`config.mk`:
```
export PLATFORM = sky130hd
export DESIGN_NAME = handshakes_delay_valid
export DESIGN_NICKNAME = d
export VERILOG_FILES = /design/src/rtl/handshakes_delay_valid.sv
export SDC_FILE = /design/constraint.sdc
export NUM_CORES = 1
export LEC_CHECK = 0
export ABC_AREA = 1
export CAP_MARGIN = 25
export CORE_MARGIN = 2
export CORE_UTILIZATION = 25
export CTS_CLUSTER_DIAMETER = 30
export DETAILED_ROUTE_END_ITERATION = 7
export PLACE_DENSITY = 0.47
export SYNTH_ARGS = -nofsm -noshare
export SYNTH_HDL_FRONTEND = slang
export SYNTH_SLANG_ARGS = --single-unit
```
`constraint.sdc`:
```
create_clock -name clk -period 2.13 [get_ports clk]
set_clock_uncertainty 0.1 [all_clocks]
set_input_delay 0.426 -clock clk [delete_from_list [all_inputs] [get_ports clk]]
set_output_delay 0.426 -clock clk [all_outputs]
set_load 0.05 [all_outputs]
```
`src/rtl/handshakes_delay_valid.sv`:
```
// Two-entry valid/ready register slice: a main register drives the downstream port
// and a skid register absorbs the one word in flight when downstream stalls.
module handshakes_delay_valid #(
  parameter int WORD_WIDTH = 8
) (
  input  logic                  clk,
  input  logic                  rst_n,
  input  logic                  up_valid,
  input  logic [WORD_WIDTH-1:0] up_data,
  output logic                  up_ready,
  output logic                  down_valid,
  output logic [WORD_WIDTH-1:0] down_data,
  input  logic                  down_ready,
  output logic [1:0]            occupancy,
  output logic [15:0]           xfer_cnt
);

  typedef enum logic [1:0] {
    EMPTY = 2'd0,
    ONE   = 2'd1,
    TWO   = 2'd2
  } state_t;

  state_t                state_q, state_d;
  logic [WORD_WIDTH-1:0] main_q, main_d;
  logic [WORD_WIDTH-1:0] skid_q, skid_d;
  logic                  up_ready_q, up_ready_d;
  logic                  down_valid_q, down_valid_d;
  logic [15:0]           xfer_cnt_q, xfer_cnt_d;
  logic                  up_xfer;
  logic                  dn_xfer;

  assign up_xfer = up_valid & up_ready_q;
  assign dn_xfer = down_valid_q & down_ready;

  always_comb begin
    state_d = state_q;
    main_d  = main_q;
    skid_d  = skid_q;
    unique case (state_q)
      EMPTY: begin
        if (up_xfer) begin
          main_d  = up_data;
          state_d = ONE;
        end
      end
      ONE: begin
        if (up_xfer && dn_xfer) begin
          main_d = up_data;
        end else if (up_xfer) begin
          skid_d  = up_data;
          state_d = TWO;
        end else if (dn_xfer) begin
          state_d = EMPTY;
        end
      end
      TWO: begin
        // Upstream is blocked here, so only a drain can change anything.
        if (dn_xfer) begin
          main_d  = skid_q;
          state_d = ONE;
        end
      end
      default: state_d = EMPTY;
    endcase

    up_ready_d   = (state_d != TWO);
    down_valid_d = (state_d != EMPTY);
    xfer_cnt_d   = xfer_cnt_q + {15'd0, dn_xfer};
  end

  always_ff @(posedge clk) begin
    if (!rst_n) begin
      state_q      <= EMPTY;
      main_q       <= '0;
      skid_q       <= '0;
      up_ready_q   <= 1'b0;
      down_valid_q <= 1'b0;
      xfer_cnt_q   <= 16'd0;
    end else begin
      state_q      <= state_d;
      main_q       <= main_d;
      skid_q       <= skid_d;
      up_ready_q   <= up_ready_d;
      down_valid_q <= down_valid_d;
      xfer_cnt_q   <= xfer_cnt_d;
    end
  end

  assign up_ready   = up_ready_q;
  assign down_valid = down_valid_q;
  assign down_data  = main_q;
  assign occupancy  = state_q;
  assign xfer_cnt   = xfer_cnt_q;

endmodule

```
# --- Word level (Yosys, flattened, before mapping) ---
# Cells that the tools add are included.
word_totals:
  output_inout_bits: 28
  ff_bits: 36
op_classes:
  n_addsub: 1
  n_bitwise: 3
  reduce_logical: 6
  mux: 10
  n_eq_ne: 6
op_table:
  columns: ["cell", "n"]
  rows:
  - ["8-bit two-way mux", 3]
  - ["8-bit one-hot mux with 3 select lines", 1]
  - ["16-bit by 1-bit adder with 16-bit output", 1]
  - ["2-bit two-way mux", 5]
  - ["2-bit inequality test, second input constant", 4]
  - ["2-bit one-hot mux with 3 select lines", 1]
  - ["4-bit AND reduction", 1]
  - ["3-bit AND reduction", 1]
  - ["3-bit nonzero test", 1]
  - ["1-bit AND", 2]
  - ["2-bit by 1-bit equality test with 1-bit output, second input constant", 1]
  - ["2-bit equality test, second input constant", 1]
  - ["2-bit zero test", 1]
  - ["2-bit nonzero test", 1]
  - ["1-bit logical AND", 1]
  - ["1-bit inverter", 1]

# --- Longest topological paths before layout ---
# Gate-level depths: netlist of run 1.
logic_depth:
  depth_word: 6
  depth_mapped: 10
  ltp_nobuf: 10

# --- Worst setup path before layout of run 1 ---
# OpenSTA, ideal clock, no wires.
synth_timing:
  path_type: "reg-to-reg"
  start: "register down_valid_q (netlist: down_valid)"
  end: "register xfer_cnt_q[10] (netlist: xfer_cnt[10])"
  n_path_buf: 0
  stages_incl_launch_ff: 9
  setup_ns: 0.119
  setup_slack_ns: 0.076
  arrival_time_ns: 1.835
  cell_sequence: "dfxtp_1 -> nand2_1 -> inv_1 -> ha_1 -> ha_1 -> nand3_2 -> nor2_4 -> nand3_1 -> nor3b_2"
synth_via:
  elab_chain_cells: 2
synth_lines:
  columns: ["item", "line", "source"]
  rows:
  - ["start, declared", "28", "logic down_valid_q, down_valid_d;"]
  - ["start signal, assigned", "85", "down_valid_q <= down_valid_d;"]
  - ["1-bit AND", "34", "assign dn_xfer = down_valid_q & down_ready;"]
  - ["16-bit by 1-bit adder with 16-bit output", "69", "xfer_cnt_d = xfer_cnt_q + {15'd0, dn_xfer};"]
  - ["end signal, assigned", "86", "xfer_cnt_q <= xfer_cnt_d;"]
  - ["end, declared", "29", "logic [15:0] xfer_cnt_q, xfer_cnt_d;"]
# No other way between the ends.
# A chain may end at the register's enable or synchronous reset.

# --- Worst setup path in the final report of run 1 ---
layout_timing:
  start: "register xfer_cnt_q[5] (netlist: xfer_cnt[5])"
  end: "output xfer_cnt[5]"
layout_lines:
  columns: ["item", "line", "source"]
  rows:
  - ["end, declared", "15", "output logic [15:0] xfer_cnt"]
# No word-level cell between the ends.

==> results of run 1 <==
==> synthesized netlist by cell type, drive strengths merged <==
cell type,n,area share
a21oi,8,0.024
a31oi,10,0.038
and2,1,0.0038
buf,2,0.014
clkbuf,2,0.0045
dfxtp,36,0.43
ha,2,0.015
inv,26,0.059
nand2,60,0.15
nand3,11,0.053
nand4,3,0.011
nor2,41,0.10
nor3,1,0.0030
nor3b,2,0.015
o21ai,19,0.057
or2,1,0.0038
xnor2,3,0.016
==> cell type report <==
| type | count | area (sq um) | area share |
|---|---|---|---|
| tap | 77 | 96.3 | 0.0429 |
| sequential | 36 | 721 | 0.321 |
| clock buffer | 8 | 90.1 | 0.0401 |
| timing repair buffer | 45 | 428 | 0.190 |
| multi-input combinational | 162 | 815 | 0.362 |
| inverter | 26 | 97.6 | 0.0434 |
==> placed cells by master, fill, tap and decap left out, types with 3 or more instances in the layout <==
master / count
nand2_1: 53
nor2_1: 37
dfxtp_1: 36
clkdlybuf4s50_1: 32
inv_1: 23
o21ai_0: 18
buf_4: 11
a31oi_1: 10
a21oi_1: 8
nand2_2: 7
nand3_1: 6
clkbuf_8: 6
nand3_2: 4
inv_2: 3
nand4_1: 3
xnor2_1: 3
==> metrics by stage <==
step | power, mW | TNS (ns) | cell area (sq um)
after global placement | 0.961 | 0 | 2150
after global routing | 1.52 | 0 | 2250
after floorplan | 0.875 | 0 | 1660
after detailed placement | 0.961 | -0.0174 | 2150
after CTS | 1.48 | 0 | 2240
final | 1.46 | 0 | 2250
==> worst paths after layout <==
check / start / end / slack, ns
min: skid_q[6] / skid_q[6] / 0.35
max: xfer_cnt[5] / xfer_cnt[5] / 0.06
max reg2reg: down_valid / xfer_cnt[10] / 0.55
min reg2reg: skid_q[6] / skid_q[6] / 0.35
==> layer usage <==
| layer | GRT usage | vias up | routed length [um] |
|---|---|---|---|
| li1 | - | 822 | - |
| met1 | 0.146 | 693 | 1950 |
| met2 | 0.188 | 38 | 1800 |
| met3 | 0.0279 | 5 | 188 |
| met4 | 0.0346 | 0 | 40 |
| met5 | 0 | - | 0 |
==> power by group <==
part / total, mW / internal [mW] / leakage (nW) / switching (mW)
logic: 0.230 / 0.0853 / 0.621 / 0.145
registers: 0.713 / 0.699 / 0.293 / 0.0148
clock network: 0.515 / 0.264 / 0.0455 / 0.251
==> logic make-up after synthesis <==
| kind of cell | after synthesis | synth area share |
|---|---|---|
| AND/OR/NAND/NOR | 120 | 0.340 |
| flip-flops | 36 | 0.433 |
| AO/OA/AOI/OAI | 37 | 0.119 |
| buffers and inverters | 30 | 0.0767 |
| adder cells (fa/ha/maj) | 2 | 0.0150 |
| XOR/XNOR | 3 | 0.0158 |
==> registers in the layout, summed over array words and instances, names as in the netlist <==
register and flops:
up_ready 1, xfer_cnt 16, down_valid 1, down_data 8, occupancy 2, skid_q 8
==> worst register-to-register path, delay by kind of cell, from the launching register on <==
kind / cells / cell delay, ns
flops: 1 / 0.33
buf+inv: 1 / 0.05
fa+ha+maj: 2 / 0.33
simple gates: 5 / 0.65
==> flow_metrics.py, run 1 <==
metrics = {
    "grt": {
        "grt_start_max_net_pins": 20,
        "grt_pass1_wl_um": 6660,
        "grt_pass1_vias": 1453,
        "gr-total-overflow": 0,
        "antenna_found_initial": 0,
        "gr-usage-all-layers": 0.113,
    },
    "critical_path": {
        "start_kind": "register",
        "cp_top_family": "buffers and inverters",
        "worstPathRequired_ns": 1.60,
        "worstSetupPathType": "reg -> out",
        "slowest_stage": "clkdlybuf4s50_1",
        "critPathArrivalTime_ns": 1.54,
        "cp_cell_sequence": "clkdlybuf4s50_1",
        "worst-path-stages": 1,
        "critical_path.max_stage_delay_ns": 0.83,
        "cp-end-kind": "output pin",
        "crit_fanout": 4,
        "crit_buf_inv": 1,
        "reg2regPathDepth": 8,
    },
    "clock_network": {
        "root_buffer": "clkbuf_8",
        "path_clk_slew_ns": 0.08,
        "cts.path.max_buffers": 2,
        "cts_made_buffers": 5,
        "cts_post_setup_buffers_inserted": 0,
        "clock_sinks": 36,
        "worstSkewPairLatency_ns": 0.28,
        "cts_hold_buf": 0,
        "cts.htree.levels": 2,
        "cts.repair.resized": 0,
        "tritoncts": "done",
    },
    "sta": {
        "min_period_ns": 2.07,
        "tightest_slew_ns": 0.507,
        "drv_slew": 0,
        "max_freq_mhz": 484,
        "setup_viol": 0,
        "period_share": 0.970,
        "slew_headroom": 0.661,
        "rsz0062_at_grt": "false",
        "hold_violations": 0,
        "hold_ws_ns": 0.348,
        "worst_slack_ns": 0.0646,
    },
    "die": {
        "core_area_sq_um": 6390,
        "die_y_um": 85.6,
        "io_pins": 40,
        "dieArea_sq_um": 7320,
        "initial_utilization": 0.260,
        "std_cell_rows": 29,
        "die_x_um": 85.6,
    },
    "pwr": {
        "power_density_nw_per_um2": 649,
        "max-vdd-ir-drop_mv": 0.303,
        "leakage_nw": 0.959,
    },
    "finish": {
        "nFillCells": 686,
        "area_growth_syn_to_layout_pct": 35.1,
        "layout-drive-gt1-share": 0.141,
        "fin_util": 0.352,
        "fin_cells": 354,
        "antennaDiodeCount": 0,
        "nNetsFinal": 290,
    },
    "yosys": {
        "yosysSeqAreaShare": 0.433,
        "yosys_warnings": 0,
        "ys_types": 24,
        "syn-num-nets": 242,
        "synth-seq-cells": 36,
        "post_synth.cell_area_avg_sq_um": 7.29,
        "synth_area_sq_um": 1660,
        "syn_inst": 228,
    },
    "placed_design": {
        "pre_cts_ws_ns": -0.0148,
        "gp_congestion": 0.721,
        "dp_cells": 346,
        "io_buffers": 39,
        "hpwl_um": 2860,
    },
    "drt": {
        "wire_per_inst_um": 11.2,
        "drt_iter0_markers": 48,
        "num_vias": 1558,
        "ant_nets": 0,
        "drc_errors": 0,
        "viasPerCell": 4.40,
        "drt_first_pass_iters": 4,
        "wl_um": 3970,
    },
    "run": {
        "maxCapViolations": 0,
    },
    "hold_path": {
        "holdCritPathClass": "reg -> reg",
        "min_path_cells": 2,
    },
    "outcome": {
        "outcome": "finished clean",
    },
}
Power figures use the tool's default switching activity.
==> run 2: changes to the inputs <==
SETUP_SLACK_MARGIN = 0.5   (was default)
==> run 2 against run 1 <==
  * Final area rose by 1.6%
  * Critical endpoint is now xfer_cnt[2]
  * Critical path depth unchanged
  * Register-to-register slack gained 0.03 ns
  * Largest cell class unchanged
==> flow_metrics.py, run 2 (synthesis gave the netlist of run 1 again) <==
metrics = {
    "grt": {
        "antenna_found_initial": 0,
        "grt_pass1_wl_um": 6420,
        "gr-usage-all-layers": 0.110,
        "grt_pass1_vias": 1395,
        "grt_start_max_net_pins": 17,
        "gr-total-overflow": 0,
    },
    "drt": {
        "ant_nets": 0,
        "viasPerCell": 4.29,
        "wl_um": 3790,
        "drc_errors": 0,
        "drt_iter0_markers": 29,
        "wire_per_inst_um": 10.7,
        "num_vias": 1520,
        "drt_first_pass_iters": 4,
    },
    "critical_path": {
        "cp-end-kind": "output pin",
        "worstSetupPathType": "reg -> out",
        "cp_top_family": "flip-flops",
        "worstPathRequired_ns": 1.60,
        "r2r_slack_ns": 0.58,
        "crit_buf_inv": 1,
        "reg2regPathDepth": 9,
        "worst-path-stages": 1,
        "r2r-start": "down_valid",
        "start_kind": "register",
        "r2r-end": "xfer_cnt[10]",
        "slowest_stage": "dfxtp_1",
        "crit_start": "xfer_cnt[2]",
        "crit_fanout": 4,
        "critical_path.max_stage_delay_ns": 0.45,
        "endpoint": "xfer_cnt[2]",
        "critPathArrivalTime_ns": 1.07,
        "cp_cell_sequence": "clkbuf_2",
    },
    "hold_path": {
        "holdCritPathClass": "reg -> reg",
    },
    "pwr": {
        "power_density_nw_per_um2": 619,
        "p_clk_frac": 0.331,
        "leakage_nw": 0.947,
        "max-vdd-ir-drop_mv": 0.210,
        "switching_share": 0.289,
        "p_seq_frac": 0.507,
        "p_int_mw": 1.00,
        "switchingPower_mw": 0.409,
        "power_frac_comb": 0.162,
    },
    "clock_network": {
        "tritoncts": "done",
        "path_clk_slew_ns": 0.08,
        "cts_hold_buf": 0,
        "clock_sinks": 36,
        "cts.htree.levels": 2,
        "root_buffer": "clkbuf_8",
        "cts_made_buffers": 5,
        "worstSkewPairLatency_ns": 0.29,
        "cts.path.max_buffers": 2,
    },
    "placed_design": {
        "gp_congestion": 0.740,
        "hpwl_um": 2850,
        "io_buffers": 39,
        "pre_cts_ws_ns": -0.0247,
        "place_area_sq_um": 2190,
    },
    "die": {
        "dieArea_sq_um": 7320,
        "initial_utilization": 0.260,
        "io_pins": 40,
        "die_x_um": 85.6,
        "die_y_um": 85.6,
        "std_cell_rows": 29,
        "core_area_sq_um": 6390,
    },
    "finish": {
        "final_cell_area_sq_um": 2280,
        "antennaDiodeCount": 0,
        "area_growth_syn_to_layout_pct": 37.2,
        "nNetsFinal": 291,
        "most-common-layout-cells": "nand2_1 (52), nor2_1 (36), dfxtp_1 (33)",
        "layout-drive-gt1-share": 0.267,
        "final_common_cell": "nand2_1",
        "largest_reg_flops": 16,
    },
    "sta": {
        "period_share": 0.747,
        "slew_headroom": 0.710,
        "worst_slack_ns": 0.539,
        "drv_slew": 0,
        "tightest_slew_ns": 0.434,
        "min_period_ns": 1.59,
        "setup_viol": 0,
        "max_freq_mhz": 628,
        "hold_violations": 0,
        "rsz0062_at_grt": "true",
    },
    "outcome": {
        "outcome": "finished clean",
    },
    "run": {
        "maxCapViolations": 0,
    },
}
-- run 2: per-layer routing --
layer  GRT usage  up-vias  wire (um)
li1            -      832          -
met1       0.139      653       1870
met2       0.178       30       1690
met3      0.0366        5        183
met4      0.0303        0         42
met5           0        -          0
-- run 2: layout make-up --
class	instances	area, sq um
flip-flops and latches	36	727
inverters	26	100
clock buffers	5	68.8
multi-input cells	162	868
well taps	77	96.3
repair buffers	46	409
fillers	709	4100
clock inverters	2	12.5
-- run 2: worst min-delay path by stage --
stage	cells after the start	end	start	slack, ns
3_5_place_dp	2	skid_q[6]	skid_q[6]	0.34
5_1_grt	2	skid_q[6]	skid_q[6]	0.39
6_report	2	skid_q[6]	skid_q[6]	0.35
3_3_place_gp	2	skid_q[6]	skid_q[6]	0.34
4_1_cts	2	skid_q[6]	skid_q[6]	0.35
2_1_floorplan	2	skid_q[6]	skid_q[6]	0.32
-- run 2: power groups by stage --
| stage | sequential [mW] | combinational [mW] | clock, mW |
|---|---|---|---|
| finish | 0.716 | 0.229 | 0.468 |
| detailed placement | 0.732 | 0.235 | 0 |
| global placement | 0.732 | 0.235 | 0 |
| floorplan | 0.800 | 0.0787 | 0 |
| global route | 0.720 | 0.249 | 0.519 |
| CTS | 0.716 | 0.229 | 0.493 |
-- run 2: per-stage QoR --
step	utilization	total power, mW	std cells	hold slack (ns)	TNS (ns)
after CTS	0.355	1.44	352	0.353	0
final	0.357	1.41	354	0.348	0
after global routing	0.357	1.49	354	0.387	0
after global placement	0.342	0.967	345	0.338	0
after detailed placement	0.342	0.966	345	0.343	-0.0334
after floorplan	-	0.879	228	0.324	0
-- run 2: timing repair --
item,in CTS,in global routing
gates resized for setup,80,16
cloned,0,0
endpoints found under the setup margin,36,15
setup buffers,0,2
pin swaps,1,2
